File: src/rtl/fetch_decoder.sv
// Instruction fetch decoder: a FIFO of 64-bit words, each holding two instructions, feeding a registered decode stage.
// Build option FETCH_DECODER_BESM6_EN adds per-word BESM-6 format decode selected by in_pe.
`timescale 1ns/1ps

module fetch_decoder #(
  parameter int DEPTH  = 4,
  parameter int ADDR_W = 20
) (
  input  logic                       clk,
  input  logic                       reset,
  input  logic                       flush,
  input  logic                       in_valid,
  output logic                       in_ready,
  input  logic [63:0]                in_word,
  input  logic                       in_pe,
  input  logic                       in_right,
  output logic                       out_valid,
  input  logic                       out_ready,
  output logic [3:0]                 ir,
  output logic [7:0]                 op,
  output logic                       extop,
  output logic [ADDR_W-1:0]          addr,
  output logic                       out_tkk,
  output logic [$clog2(DEPTH+1)-1:0] count
);

  localparam int PW = $clog2(DEPTH);
  localparam int CW = $clog2(DEPTH+1);
  localparam logic [CW-1:0] DEPTH_C = CW'(DEPTH);

  // Both handshakes: a transfer happens on a rising edge where valid and ready are both high.
  logic [63:0]   word_mem  [DEPTH];
  logic          right_mem [DEPTH];
`ifdef FETCH_DECODER_BESM6_EN
  logic          pe_mem    [DEPTH];
`else
  logic          unused_pe;
  assign unused_pe = in_pe;
`endif

  logic [PW-1:0] wr_ptr_q, wr_ptr_d;
  logic [PW-1:0] rd_ptr_q, rd_ptr_d;
  logic [CW-1:0] count_q, count_d;
  logic          half_q, half_d;
  logic          valid_q, valid_d;
  logic [3:0]    ir_q, ir_d;
  logic [7:0]    op_q, op_d;
  logic          extop_q, extop_d;
  logic [19:0]   addr_q, addr_d;
  logic          tkk_q, tkk_d;

  logic [63:0]   head_word;
  logic          head_right;
  logic          head_pe;
  logic          eff_h;
  logic          push;
  logic          load;
  logic          pop;

  logic [31:0]   nat_h;
  logic [3:0]    dec_ir;
  logic [7:0]    dec_op;
  logic          dec_extop;
  logic [19:0]   dec_addr;

  assign head_word  = word_mem[rd_ptr_q];
  assign head_right = right_mem[rd_ptr_q];
`ifdef FETCH_DECODER_BESM6_EN
  assign head_pe    = pe_mem[rd_ptr_q];
`else
  assign head_pe    = 1'b0;
`endif

  // half_q marks a head whose left half is already emitted; otherwise the entry's own flag picks the half.
  assign eff_h    = half_q | head_right;
  assign in_ready = (count_q < DEPTH_C) && !flush;
  assign push     = in_valid && in_ready;
  assign load     = (!valid_q || out_ready) && (count_q != '0);
  assign pop      = load && eff_h;

  always_comb begin
    nat_h     = eff_h ? head_word[31:0] : head_word[63:32];
    dec_ir    = nat_h[31:28];
    dec_op    = nat_h[27:20];
    dec_extop = 1'b0;
    dec_addr  = nat_h[19:0];
    if (nat_h[27:20] == 8'h3F) begin
      dec_extop = 1'b1;
      dec_op    = nat_h[19:12];
      dec_addr  = {8'h00, nat_h[11:0]};
    end
`ifdef FETCH_DECODER_BESM6_EN
    if (head_pe) begin
      logic [23:0] besm_h;
      besm_h = eff_h ? head_word[23:0] : head_word[47:24];
      dec_ir = besm_h[23:20];
      if (besm_h[19]) begin
        dec_extop = 1'b1;
        dec_op    = {4'b0000, besm_h[18:15]};
        dec_addr  = {5'b00000, besm_h[14:0]};
      end else begin
        dec_extop = 1'b0;
        dec_op    = {2'b00, besm_h[17:12]};
        dec_addr  = {8'h00, besm_h[11:0]};
      end
    end
`else
    if (head_pe) begin
      dec_extop = dec_extop;
    end
`endif
  end

  always_comb begin
    wr_ptr_d = wr_ptr_q;
    rd_ptr_d = rd_ptr_q;
    count_d  = count_q;
    half_d   = half_q;
    valid_d  = valid_q;
    ir_d     = ir_q;
    op_d     = op_q;
    extop_d  = extop_q;
    addr_d   = addr_q;
    tkk_d    = tkk_q;
    if (flush) begin
      wr_ptr_d = '0;
      rd_ptr_d = '0;
      count_d  = '0;
      half_d   = 1'b0;
      valid_d  = 1'b0;
    end else begin
      if (push) wr_ptr_d = wr_ptr_q + 1'b1;
      if (pop)  rd_ptr_d = rd_ptr_q + 1'b1;
      case ({push, pop})
        2'b10:   count_d = count_q + 1'b1;
        2'b01:   count_d = count_q - 1'b1;
        default: count_d = count_q;
      endcase
      if (load) begin
        valid_d = 1'b1;
        half_d  = !eff_h;
        ir_d    = dec_ir;
        op_d    = dec_op;
        extop_d = dec_extop;
        addr_d  = dec_addr;
        tkk_d   = eff_h;
      end else if (out_ready) begin
        valid_d = 1'b0;
      end
    end
  end

  always_ff @(posedge clk) begin
    if (reset) begin
      wr_ptr_q <= '0;
      rd_ptr_q <= '0;
      count_q  <= '0;
      half_q   <= 1'b0;
      valid_q  <= 1'b0;
      ir_q     <= '0;
      op_q     <= '0;
      extop_q  <= 1'b0;
      addr_q   <= '0;
      tkk_q    <= 1'b0;
    end else begin
      wr_ptr_q <= wr_ptr_d;
      rd_ptr_q <= rd_ptr_d;
      count_q  <= count_d;
      half_q   <= half_d;
      valid_q  <= valid_d;
      ir_q     <= ir_d;
      op_q     <= op_d;
      extop_q  <= extop_d;
      addr_q   <= addr_d;
      tkk_q    <= tkk_d;
    end
  end

  // Storage needs no reset: pointers and count define which entries are live.
  always_ff @(posedge clk) begin
    if (push) begin
      word_mem[wr_ptr_q]  <= in_word;
      right_mem[wr_ptr_q] <= in_right;
`ifdef FETCH_DECODER_BESM6_EN
      pe_mem[wr_ptr_q]    <= in_pe;
`endif
    end
  end

  assign out_valid = valid_q;
  assign ir        = ir_q;
  assign op        = op_q;
  assign extop     = extop_q;
  assign addr      = ADDR_W'(addr_q);
  assign out_tkk   = tkk_q;
  assign count     = count_q;

endmodule

File: config.mk
export PLATFORM = sky130hd
export DESIGN_NAME = fetch_decoder
export DESIGN_NICKNAME = d
export VERILOG_FILES = /design/src/rtl/fetch_decoder.sv
export SDC_FILE = /design/constraint.sdc
export NUM_CORES = 1
export LEC_CHECK = 0
export BUFFER_PORTS_ARGS = -buffer_cell sky130_fd_sc_hd__buf_2
export CORE_ASPECT_RATIO = 0.9
export CORE_MARGIN = 2
export CORE_UTILIZATION = 59
export DETAILED_ROUTE_END_ITERATION = 8
export PLACE_DENSITY = 0.9
export SLEW_MARGIN = 20
export SYNTH_ARGS = -nofsm -noshare
export SYNTH_HDL_FRONTEND = slang
export SYNTH_SLANG_ARGS = --single-unit
File: constraint.sdc
create_clock -name clk -period 3 [get_ports clk]
set_input_delay 0.15 -clock clk [delete_from_list [all_inputs] [get_ports clk]]
set_output_delay 0.15 -clock clk [all_outputs]
set_load 0.005 [all_outputs]
; ---- Yosys cells after proc, flatten, opt, wreduce, memory -nomap -nowiden
; Memory sizes are Yosys's and may differ from the RTL's. A register that Yosys moved wholly into a read port is not among the register bits.
; Cells that the tools add are included.
[totals]
mem_count = 2
output_inout_bits = 39
latch_bits = 0
ff_bits = 43
input_bits = 71
ram_bits = 260
rom_bits = 0
[op_classes]
eq_ne = 3
reduce_logical = 13
addsub = 4
n_lt_le_gt_ge = 1
n_mul = 0
n_mux = 13
n_bitwise = 2
n_div = 0
n_shift = 0
[mem_list]
columns = name, depth, word_bits, rd, rd_clocked_by_memory_dff, wr, line
row1 = word_mem, 4, 64, 1, 1, 1, 32  ; logic [63:0] word_mem [DEPTH];
row2 = right_mem, 4, 1, 1, 1, 1, 33  ; logic right_mem [DEPTH];
[ops]
columns = op, n
row1 = $mux W32, 1
row2 = $mux W20, 1
row3 = $eq A8 B6 Y1 const B, 1
row4 = $mux W2, 4
row5 = $mux W8, 1
row6 = $pmux W3 S2, 1
row7 = $mux W1, 5
row8 = $add A2 B1 Y2 const B, 2
row9 = $logic_and A1 B1 Y1, 4
row10 = $reduce_bool A2 Y1, 2
row11 = $add A3 B1 Y3 const B, 1
row12 = $logic_not A1 Y1, 3
row13 = $lt A3 B3 Y1 const B, 1
row14 = $reduce_bool A3 Y1, 1
row15 = $sub A3 B1 Y3 const B, 1
row16 = $eq A2 B1 Y1 const B, 1
row17 = $eq A2 B2 Y1 const B, 1
row18 = $reduce_and A2 Y1, 1
row19 = $reduce_or A2 Y1, 1
row20 = $logic_or A1 B1 Y1, 1
row21 = $not A1 Y1, 1
row22 = $or A1 B1 Y1, 1

; ---- Depth between registers and ports, before layout
; Gate-level depths: netlist (run 1).
[logic_depth]
ltp_word = 6
depth_mapped = 12
mapped_depth_nobuf = 9

; ---- Least setup slack after synthesis (run 1)
; Ideal clock, no wire load.
[synth_timing]
path_kind = reg-to-reg
start = register (tool-made name)
end = register count_q[2], in the netlist count[2]
path_stages_with_launch = 13
t_arrival_ns = 2.557
setup_time_ns = 0.071
setup_slack_ns = 0.373
path_cell_list = dfxtp_1 buf_4 nor2_1 o2bb2a_4 buf_4 buf_2 and2_1 ha_1 inv_1 fa_1 xor2_1 or3_1 a21oi_1
[synth_lines]
columns = item, line
row1 = "end signal, assigned", 168  ; count_q <= count_d;
row2 = "end, declared", 43  ; logic [CW-1:0] count_q, count_d;

==> results of run 1 <==
## worst min-delay path: stages
cell    delay, ns
buf_2        0.12
or2_2        0.24
nor2_1       0.07
## worst max path at each step
stage	to	slack (ns)	cells after the start
finish	op[0]	0.15	8
global route	op[0]	0.01	8
CTS	op[0]	0.22	8
detailed placement	op[0]	0.37	8
global placement	op[3]	0.45	8
floorplan	count[2]	0.37	12
## logic make-up (layout without fill, tap and decap cells)
| family | after synthesis | in the layout | share of synthesized area |
|---|---|---|---|
| AO/OA/AOI/OAI | 77 | 77 | 0.0462 |
| XOR/XNOR | 5 | 5 | 0.00376 |
| adder cells (fa/ha/maj) | 6 | 6 | 0.00709 |
| buffers and inverters | 44 | 261 | 0.0191 |
| flip-flops | 305 | 305 | 0.748 |
| multiplexers | 85 | 85 | 0.134 |
| AND/OR/NAND/NOR | 100 | 100 | 0.0420 |
## flip-flops by register name (all words and copies together), names as in the netlist, named ones only
register and flops:
addr 20, count 3, extop 1, half_q 1, ir 4, op 8, out_tkk 1, out_valid 1
rd_ptr_q 2, right_mem 4, word_mem 256, wr_ptr_q 2
## stage by stage
step,total power [mW],hold WS [ns]
after detailed placement,5.16,0.365
after global routing,9.16,0.102
after CTS,8.93,0.0518
after floorplan,4.99,0.249
final,8.95,0.0706
after global placement,5.12,0.360
## cell type report
cell class / count / area, µm² / share of cell area
clock buffer: 36 / 772 / 0.0545
clock inverter: 18 / 211 / 0.0149
inverter: 14 / 52.6 / 0.00371
multi-input combinational: 273 / 2720 / 0.192
sequential: 305 / 8710 / 0.615
tap: 250 / 313 / 0.0221
timing repair buffer: 193 / 1390 / 0.0983
## per-layer routing
| layer | up-vias | part of all wire | wire, µm |
|---|---|---|---|
| met1 | 3441 | 0.37 | 10400 |
| met3 | 100 | 0.085 | 2350 |
| met5 | - | 0 | 0 |
| met4 | 0 | 0.039 | 1070 |
| met2 | 509 | 0.50 | 14000 |
| li1 | 2875 | - | - |
## power groups by stage
stage	logic [mW]	registers (mW)	clock network (mW)
finish	0.461	4.71	3.78
floorplan	0.199	4.79	0
global placement	0.336	4.79	0
CTS	0.446	4.70	3.78
global route	0.488	4.71	3.96
detailed placement	0.365	4.79	0
## synth_stat cells (2+ instances only)
cell type    n
a211oi_1    18
o32a_1       2
and2_1       2
and3_1       5
mux2i_1     27
clkbuf_1    12
nand2b_1     4
edfxtp_1   260
a22o_1       2
mux4_2      56
inv_1       13
o21a_1       2
o211ai_1     2
buf_2        7
buf_1        2
a311oi_1     3
nor2_1      40
o21ai_0      7
nand3_1      6
a22oi_1      2
nand2_1     19
or3_1        2
a21oi_1     19
or2_2        2
buf_4        5
o21ai_1      2
nor4_1       5
ha_1         5
nor2b_1     10
xor2_1       3
nor3_1       3
dfxtp_1     45
o31ai_1      9
buf_6        4
a21o_1       3
xnor2_1      2
## what timing repair did
item | in CTS | in global routing
hold endpoints to repair | 261 | 0
gates resized for setup | 0 | 0
hold buffers | 66 | 0
==> impl_metrics.json, run 1 <==
{
  "cp-start-kind": "flop",
  "clk_pin_slew_ns": 0.07,
  "antenna_found_initial": 0,
  "final_hold_viol_count": 0,
  "track_usage": 0.266,
  "fp.dieW_um": 152,
  "path_cells": "mux2i_1 > o2bb2a_4 > buf_4 > mux2i_1 > nand2_1 > nor4_4 > buf_4 > a311oi_1",
  "wire_per_inst_um": 25.5,
  "finClkSkew_ns": 0.0113,
  "grt_max_degree": 36,
  "worst_slew_pin_slew_ns": 0.781,
  "fmax_mhz": 350,
  "yosysWarnings": 0,
  "grt.met3_usage": 0.0472,
  "die_h_um": 137,
  "async_flop_share": 0,
  "setup_violations": 0,
  "root_buffer": "clkbuf_16",
  "cts_tree": "built",
  "use_met2": 0.455,
  "wl_um": 27800,
  "portBuffers": 108,
  "final_area_mm2": 0.0142,
  "power.share.clock": 0.423,
  "synthToLayoutAreaGrowth_pct": 21.8,
  "ys_ff_latch": 305,
  "syn_inst": 622,
  "grt_overflow_total": 0,
  "finalSetupTns_ns": 0,
  "p_sw_mw": 1.82,
  "layout-drive-gt1-share": 0.286,
  "cts-htree-levels": 1,
  "clock_path_buffers": 3,
  "switching_share": 0.203,
  "synth_edf_count": 260,
  "synthesis.nets": 699,
  "insertion_delay_ns": 0.55,
  "hold-path-cell-count": 3,
  "synth_flop_cell": "edfxtp_1",
  "dpl_worst_slack_ns": 0.370,
  "post_cts_buffers": 0,
  "n_antenna_cell": 0,
  "dieArea_mm2": 0.0209,
  "r2r.worst_path.cells": 8,
  "layout_common_cells": "edfxtp_1 (260), buf_2 (108), dlygate4sd3_1 (66)",
  "critPathArrivalTime_ns": 3.25,
  "p_seq_frac": 0.526,
  "rows": 48,
  "cpMaxStageDelayCell": "dfxtp_2",
  "grt-busiest-layer": "met2",
  "syn_avg_cell_area_um2": 18.7,
  "gp_congestion": 0.861,
  "final_util": 0.735,
  "pwr-share-comb": 0.052,
  "gr-usage-met1": 0.341,
  "dp_cells": 969,
  "cts_buffers": 29,
  "critPathRequiredTime_ns": 3.40,
  "critPathBufInv": 2,
  "hpwl_um": 15500,
  "cts_sinks": 305,
  "cp_top_family": "buffers and inverters",
  "slowest_delay_ns": 0.58,
  "reg2reg_to": "op[0]",
  "maxCapViolCount": 0,
  "holdCritPathClass": "in -> reg",
  "critPathKind": "reg -> reg",
  "end_kind": "flop",
  "fin_cells": 1089,
  "grt_pass1_wl_um": 41800,
  "coreArea_mm2": 0.0193,
  "yosys.area.top_type_share": 0.671,
  "finalNetCount": 893,
  "relSlewSlack": 0.480,
  "pin_count": 110,
  "worstHoldStart": "flush",
  "fin_crit_sh": 0.951,
  "initial_core_util": 0.604,
  "syn_area_mm2": 0.0116,
  "peakVddDrop_uv": 552,
  "fillers": 984,
  "rsz0062_at_grt": "false",
  "crit_path_max_fanout": 14,
  "drc": 0,
  "ys_seq_area_frac": 0.748,
  "dr.pass1.iters": 7,
  "p_leak_nw": 4.87,
  "yosysUniqueCellTypes": 48,
  "fin_crit_ns": 2.85,
  "slew_violations": 0,
  "status": "finished clean",
  "internal_power_mw": 7.13,
  "final_common_cell": "edfxtp_1",
  "ys_top_cells_by_area": "edfxtp_1 (67%), mux4_2 (11%), dfxtp_1 (7.7%)",
  "yosysTopAreaCell": "edfxtp_1",
  "ff2ff_setup_slack_ns": 0.15,
  "antenna_left": 0,
  "place_area_mm2": 0.0125,
  "vias": 6925,
  "drt_iter0_drc": 873,
  "grt_pass1_vias": 7129,
  "avgViaCountPerCell": 6.36,
  "p_per_area_mw_per_mm2": 631,
  "setup_slack_ns": 0.146
}
Note: power is estimated with default switching activity, not from simulation.
==> inputs of run 2 (changes only) <==
Settings changed: ABC_CLOCK_PERIOD_IN_PS set to 3000, MAX_ROUTING_LAYER set to met4.
==> impl_metrics.json, run 2 (synthesis gave the netlist of run 1 again) <==
{
  "holdCritPathClass": "in -> reg",
  "fp.dieW_um": 152,
  "critPathBufInv": 2,
  "regArea_mm2": 0.00871,
  "critPathRequiredTime_ns": 3.40,
  "cp-start-kind": "flop",
  "clock_path_buffers": 3,
  "track_usage": 0.274,
  "wl_met1_um": 10200,
  "cpMaxStageDelayCell": "dfxtp_4",
  "n_antenna_cell": 0,
  "grt_max_degree": 36,
  "clk_pin_slew_ns": 0.07,
  "slew_violations": 0,
  "final_common_cell": "edfxtp_1",
  "grt_pass1_vias": 7142,
  "cts_tree": "built",
  "p_per_area_mw_per_mm2": 632,
  "root_buffer": "clkbuf_16",
  "wire_per_inst_um": 25.5,
  "totalPowerFinal_mw": 8.96,
  "final_util": 0.735,
  "cp_common_cell": "buf_4",
  "dp_cells": 969,
  "synthToLayoutAreaGrowth_pct": 21.8,
  "end_kind": "flop",
  "grt_overflow_total": 0,
  "wl_um": 27800,
  "dr.pass1.iters": 5,
  "crit_path_end": "op[0]",
  "peakVddDrop_uv": 557,
  "avgViaCountPerCell": 6.40,
  "setup_violations": 0,
  "antenna_found_initial": 0,
  "grt_pass1_wl_um": 41700,
  "cts_sinks": 305,
  "pin_count": 110,
  "cts_buffers": 29,
  "initial_core_util": 0.604,
  "vias": 6972,
  "ff2ff_setup_slack_ns": 0.17,
  "finalNetCount": 893,
  "critPathKind": "reg -> reg",
  "reg2reg_to": "op[0]",
  "p_leak_nw": 4.87,
  "final_hold_viol_count": 0,
  "finalSetupTns_ns": 0,
  "layout-drive-gt1-share": 0.286,
  "crit_cells": 8,
  "slowest_delay_ns": 0.64,
  "insertion_delay_ns": 0.56,
  "r2r.worst_path.cells": 8,
  "finClkSkew_ns": 0.0123,
  "rsz0062_at_grt": "false",
  "fin_cells": 1089,
  "largest_reg_flops": 256,
  "fmax_mhz": 353,
  "cp_top_family": "flip-flops",
  "post_cts_buffers": 0,
  "critPathArrivalTime_ns": 3.23,
  "postCtsHoldBufs": 66,
  "routed.top_layer": "met4",
  "coreArea_mm2": 0.0193,
  "postCtsResizedCells": 0,
  "fin_crit_ns": 2.83,
  "path_cells": "nor2_1 > o2bb2a_4 > buf_4 > mux2i_1 > nand2_1 > nor4_4 > buf_4 > a311oi_1",
  "relSlewSlack": 0.441,
  "gp_congestion": 0.875,
  "portBuffers": 108,
  "rows": 48,
  "fillers": 984,
  "maxCapViolCount": 0,
  "status": "finished clean",
  "holdWs_ns": 0.0649,
  "crit_path_max_fanout": 26,
  "die_h_um": 137,
  "drt_iter0_drc": 875,
  "dieArea_mm2": 0.0209,
  "layout_common_cells": "edfxtp_1 (260), buf_2 (108), dlygate4sd3_1 (66)",
  "fin_crit_sh": 0.944,
  "dr_wl_met2_um": 14000,
  "worst_slew_pin_slew_ns": 0.838,
  "drc": 0,
  "hpwl_um": 15500,
  "antenna_left": 0,
  "cts-htree-levels": 1,
  "multi_input_area_mm2": 0.00272,
  "regMostFlops": "word_mem",
  "wl_met3_um": 2480
}
==> run 2: area by class of cell <==
class | instances | share of cell area
clock buffers | 36 | 0.0545
clock inverters | 18 | 0.0149
inverters | 14 | 0.00371
multi-input cells | 273 | 0.192
flip-flops and latches | 305 | 0.615
well taps | 250 | 0.0221
repair buffers | 193 | 0.0983
==> run 2: routing by layer <==
metal,vias to the layer above,track usage
li1,2872,-
met1,3455,0.340
met2,533,0.454
met3,112,0.0466
met4,0,0.121
met5,-,-
==> run 2: report_power, final <==
group	switching (mW)	total (mW)	internal [mW]
Sequential	0.0348	4.71	4.67
Combinational	0.248	0.461	0.213
Clock	1.55	3.80	2.25
Total	1.83	8.96	7.13
==> run 2: worst register-to-register path, cell delays in order, from the launching register on <==
cell and delay (ns):
dfxtp_4 0.64, nor2_1 0.16, o2bb2a_4 0.30, buf_4 0.30
mux2i_1 0.37, nand2_1 0.16, nor4_4 0.34, buf_4 0.28
a311oi_1 0.14
==> run 2: per-stage QoR <==
stage / instance area [µm²] / setup slack [ns]
2_1_floorplan: 11600 / 0.373
3_3_place_gp: 12500 / 0.446
3_5_place_dp: 12500 / 0.370
4_1_cts: 14200 / 0.215
5_1_grt: 14200 / 0.0148
6_report: 14200 / 0.169
==> run 2: worst min-delay path by stage <==
stage	from	end	slack (ns)	cells after the start
after global placement	in_word[2]	word_mem[3][2]	0.36	1
after global routing	flush	flop	0.10	3
final	flush	flop	0.06	3
after CTS	flush	flop	0.05	3
after detailed placement	in_word[30]	word_mem[2][30]	0.37	1
after floorplan	in_right	right_mem[0]	0.25	0
==> inputs of run 3 (changes only) <==
Settings changed: CORE_ASPECT_RATIO 0.9 to 1.75, GPL_TIMING_DRIVEN set to 0.
==> impl_metrics.json, run 3 (synthesis gave the netlist of run 1 again) <==
{
  "status": "complete, but fails checks",
  "violations": "design-rule violations",
  "holdWs_ns": 0.121,
  "fillers": 1155,
  "regMostFlops": "word_mem",
  "p_per_area_mw_per_mm2": 590,
  "layout_common_cells": "edfxtp_1 (260), buf_2 (113), dlygate4sd3_1 (66)",
  "peakVddDrop_uv": 535,
  "setup_slack_ns": 0.205,
  "avgViaCountPerCell": 6.05,
  "layout-drive-gt1-share": 0.270,
  "place_area_mm2": 0.0126,
  "end_kind": "flop",
  "slowest_delay_ns": 0.61,
  "dpl_worst_slack_ns": -0.0977,
  "clock_path_buffers": 3,
  "critPathRequiredTime_ns": 3.41,
  "final_area_mm2": 0.0141,
  "slew_violations": 0,
  "final_util": 0.718,
  "cts_buffers": 25,
  "antenna_left": 0,
  "hold-path-cell-count": 4,
  "r2r.worst_path.cells": 9,
  "finalNetCount": 901,
  "whs_endpoint": "addr[8]",
  "drc": 1,
  "ff2ff_setup_slack_ns": 0.21,
  "dp_cells": 978,
  "worst_slew_pin_slew_ns": 0.952,
  "grt_overflow_total": 0,
  "synthToLayoutAreaGrowth_pct": 20.8,
  "grt_max_degree": 46,
  "largest_reg_flops": 256,
  "wire_per_inst_um": 22.9,
  "portBuffers": 107,
  "critPathKind": "reg -> reg",
  "grt_pass1_vias": 6868,
  "path_cells": "buf_6 > buf_4 > buf_2 > clkbuf_1 > mux4_2 > mux2i_1 > nor2_1 > a32oi_1 > o21ai_1",
  "cpMaxStageDelayCell": "clkbuf_1",
  "maxCapViolCount": 0,
  "critPathArrivalTime_ns": 3.20,
  "post_cts_buffers": 0,
  "die_h_um": 190,
  "cts_sinks": 305,
  "setup_violations": 0,
  "insertion_delay_ns": 0.52,
  "reg2reg_to": "op[4]",
  "holdCritPathClass": "in -> reg",
  "crit_path_max_fanout": 10,
  "fin_crit_sh": 0.932,
  "initial_core_util": 0.595,
  "final_hold_viol_count": 0,
  "wl_um": 24900,
  "relSlewSlack": 0.362,
  "p_leak_nw": 4.78,
  "cts-htree-levels": 1,
  "finClkSkew_ns": 0.0130,
  "dr.pass1.iters": 8,
  "fmax_mhz": 358,
  "rsz0062_at_grt": "false",
  "rows": 68,
  "dieArea_mm2": 0.0209,
  "pin_count": 110,
  "fin_cells": 1088,
  "final_common_cell": "edfxtp_1",
  "gp_congestion": 0.813,
  "coreArea_mm2": 0.0196,
  "worstHoldStart": "flush",
  "hpwl_um": 15400,
  "fp.dieW_um": 110,
  "antenna_found_initial": 2,
  "clk_pin_slew_ns": 0.07,
  "root_buffer": "clkbuf_16",
  "grt_pass1_wl_um": 38000,
  "cp-start-kind": "flop",
  "cts_tree": "built",
  "track_usage": 0.252,
  "vias": 6581,
  "drt_iter0_drc": 501,
  "fin_crit_ns": 2.79
}
[run 3: changes by cell type in the layout (fill, tap and decap cells not counted), sizes merged]
cell	previous run	this run
inv	14	13
clkinvlp	0	1
clkinv	13	6
diode	0	2
clkbuf	36	48
buf	127	128
bufinv	5	1
[run 3: metrics by stage]
stage | power, mW | TNS [ns]
after detailed placement | 5.17 | -0.0977
final | 8.29 | 0
after global routing | 8.49 | 0
after CTS | 8.30 | 0
after floorplan | 4.99 | 0
after global placement | 5.14 | -191.93
[run 3: routing by layer]
layer / up-vias / part of all wire / wire length (µm) / GRT usage
met4: 0 / 0.036 / 907 / 0.106
li1: 2890 / - / - / -
met5: - / 0 / 0 / -
met2: 326 / 0.53 / 13200 / 0.419
met3: 71 / 0.062 / 1550 / 0.0298
met1: 3294 / 0.37 / 9250 / 0.314
[run 3: final cells by class]
class	count	area, µm²	area share
clock buffers	37	722	0.0514
multi-input cells	273	2740	0.195
well taps	245	307	0.0218
diodes	2	5.00	0.000356
flip-flops and latches	305	8710	0.619
clock inverters	7	56.3	0.00400
inverters	14	52.6	0.00374
repair buffers	177	1310	0.0929
plain buffers	28	165	0.0117
[run 3: power by group]
part / internal, mW / switching [mW] / leakage, nW
Clock: 1.75 / 1.39 / 0.378
Sequential: 4.67 / 0.0288 / 2.73
Combinational: 0.215 / 0.237 / 1.68
Total: 6.63 / 1.66 / 4.78
[run 3: worst max-delay path by stage]
stage / from / end / depth (start not counted)
finish: flop / op[4] / 9
global placement: count[2] / word_mem[0][9] / 2
detailed placement: flop / count[2] / 12
global route: flop / count[2] / 11
CTS: flop / count[2] / 11
floorplan: flop / count[2] / 12
[run 3: repair_timing]
item | 4_1_cts | 5_1_grt
gates resized for setup | 0 | 1
hold buffers | 66 | 0
endpoints found under the setup margin | 1 | 1
gates cloned | 0 | 0
endpoints found under the hold margin | 261 | 0
[run 3: worst max-delay path, delay by kind of cell, from the launching register on]
kind                   cells  cell delay (ns)
buffers and inverters      4             1.26
and+or+nand+nor            1             0.09
DFF                        1             0.33
AOI/OAI and AO/OA          2             0.26
muxes                      2             0.74
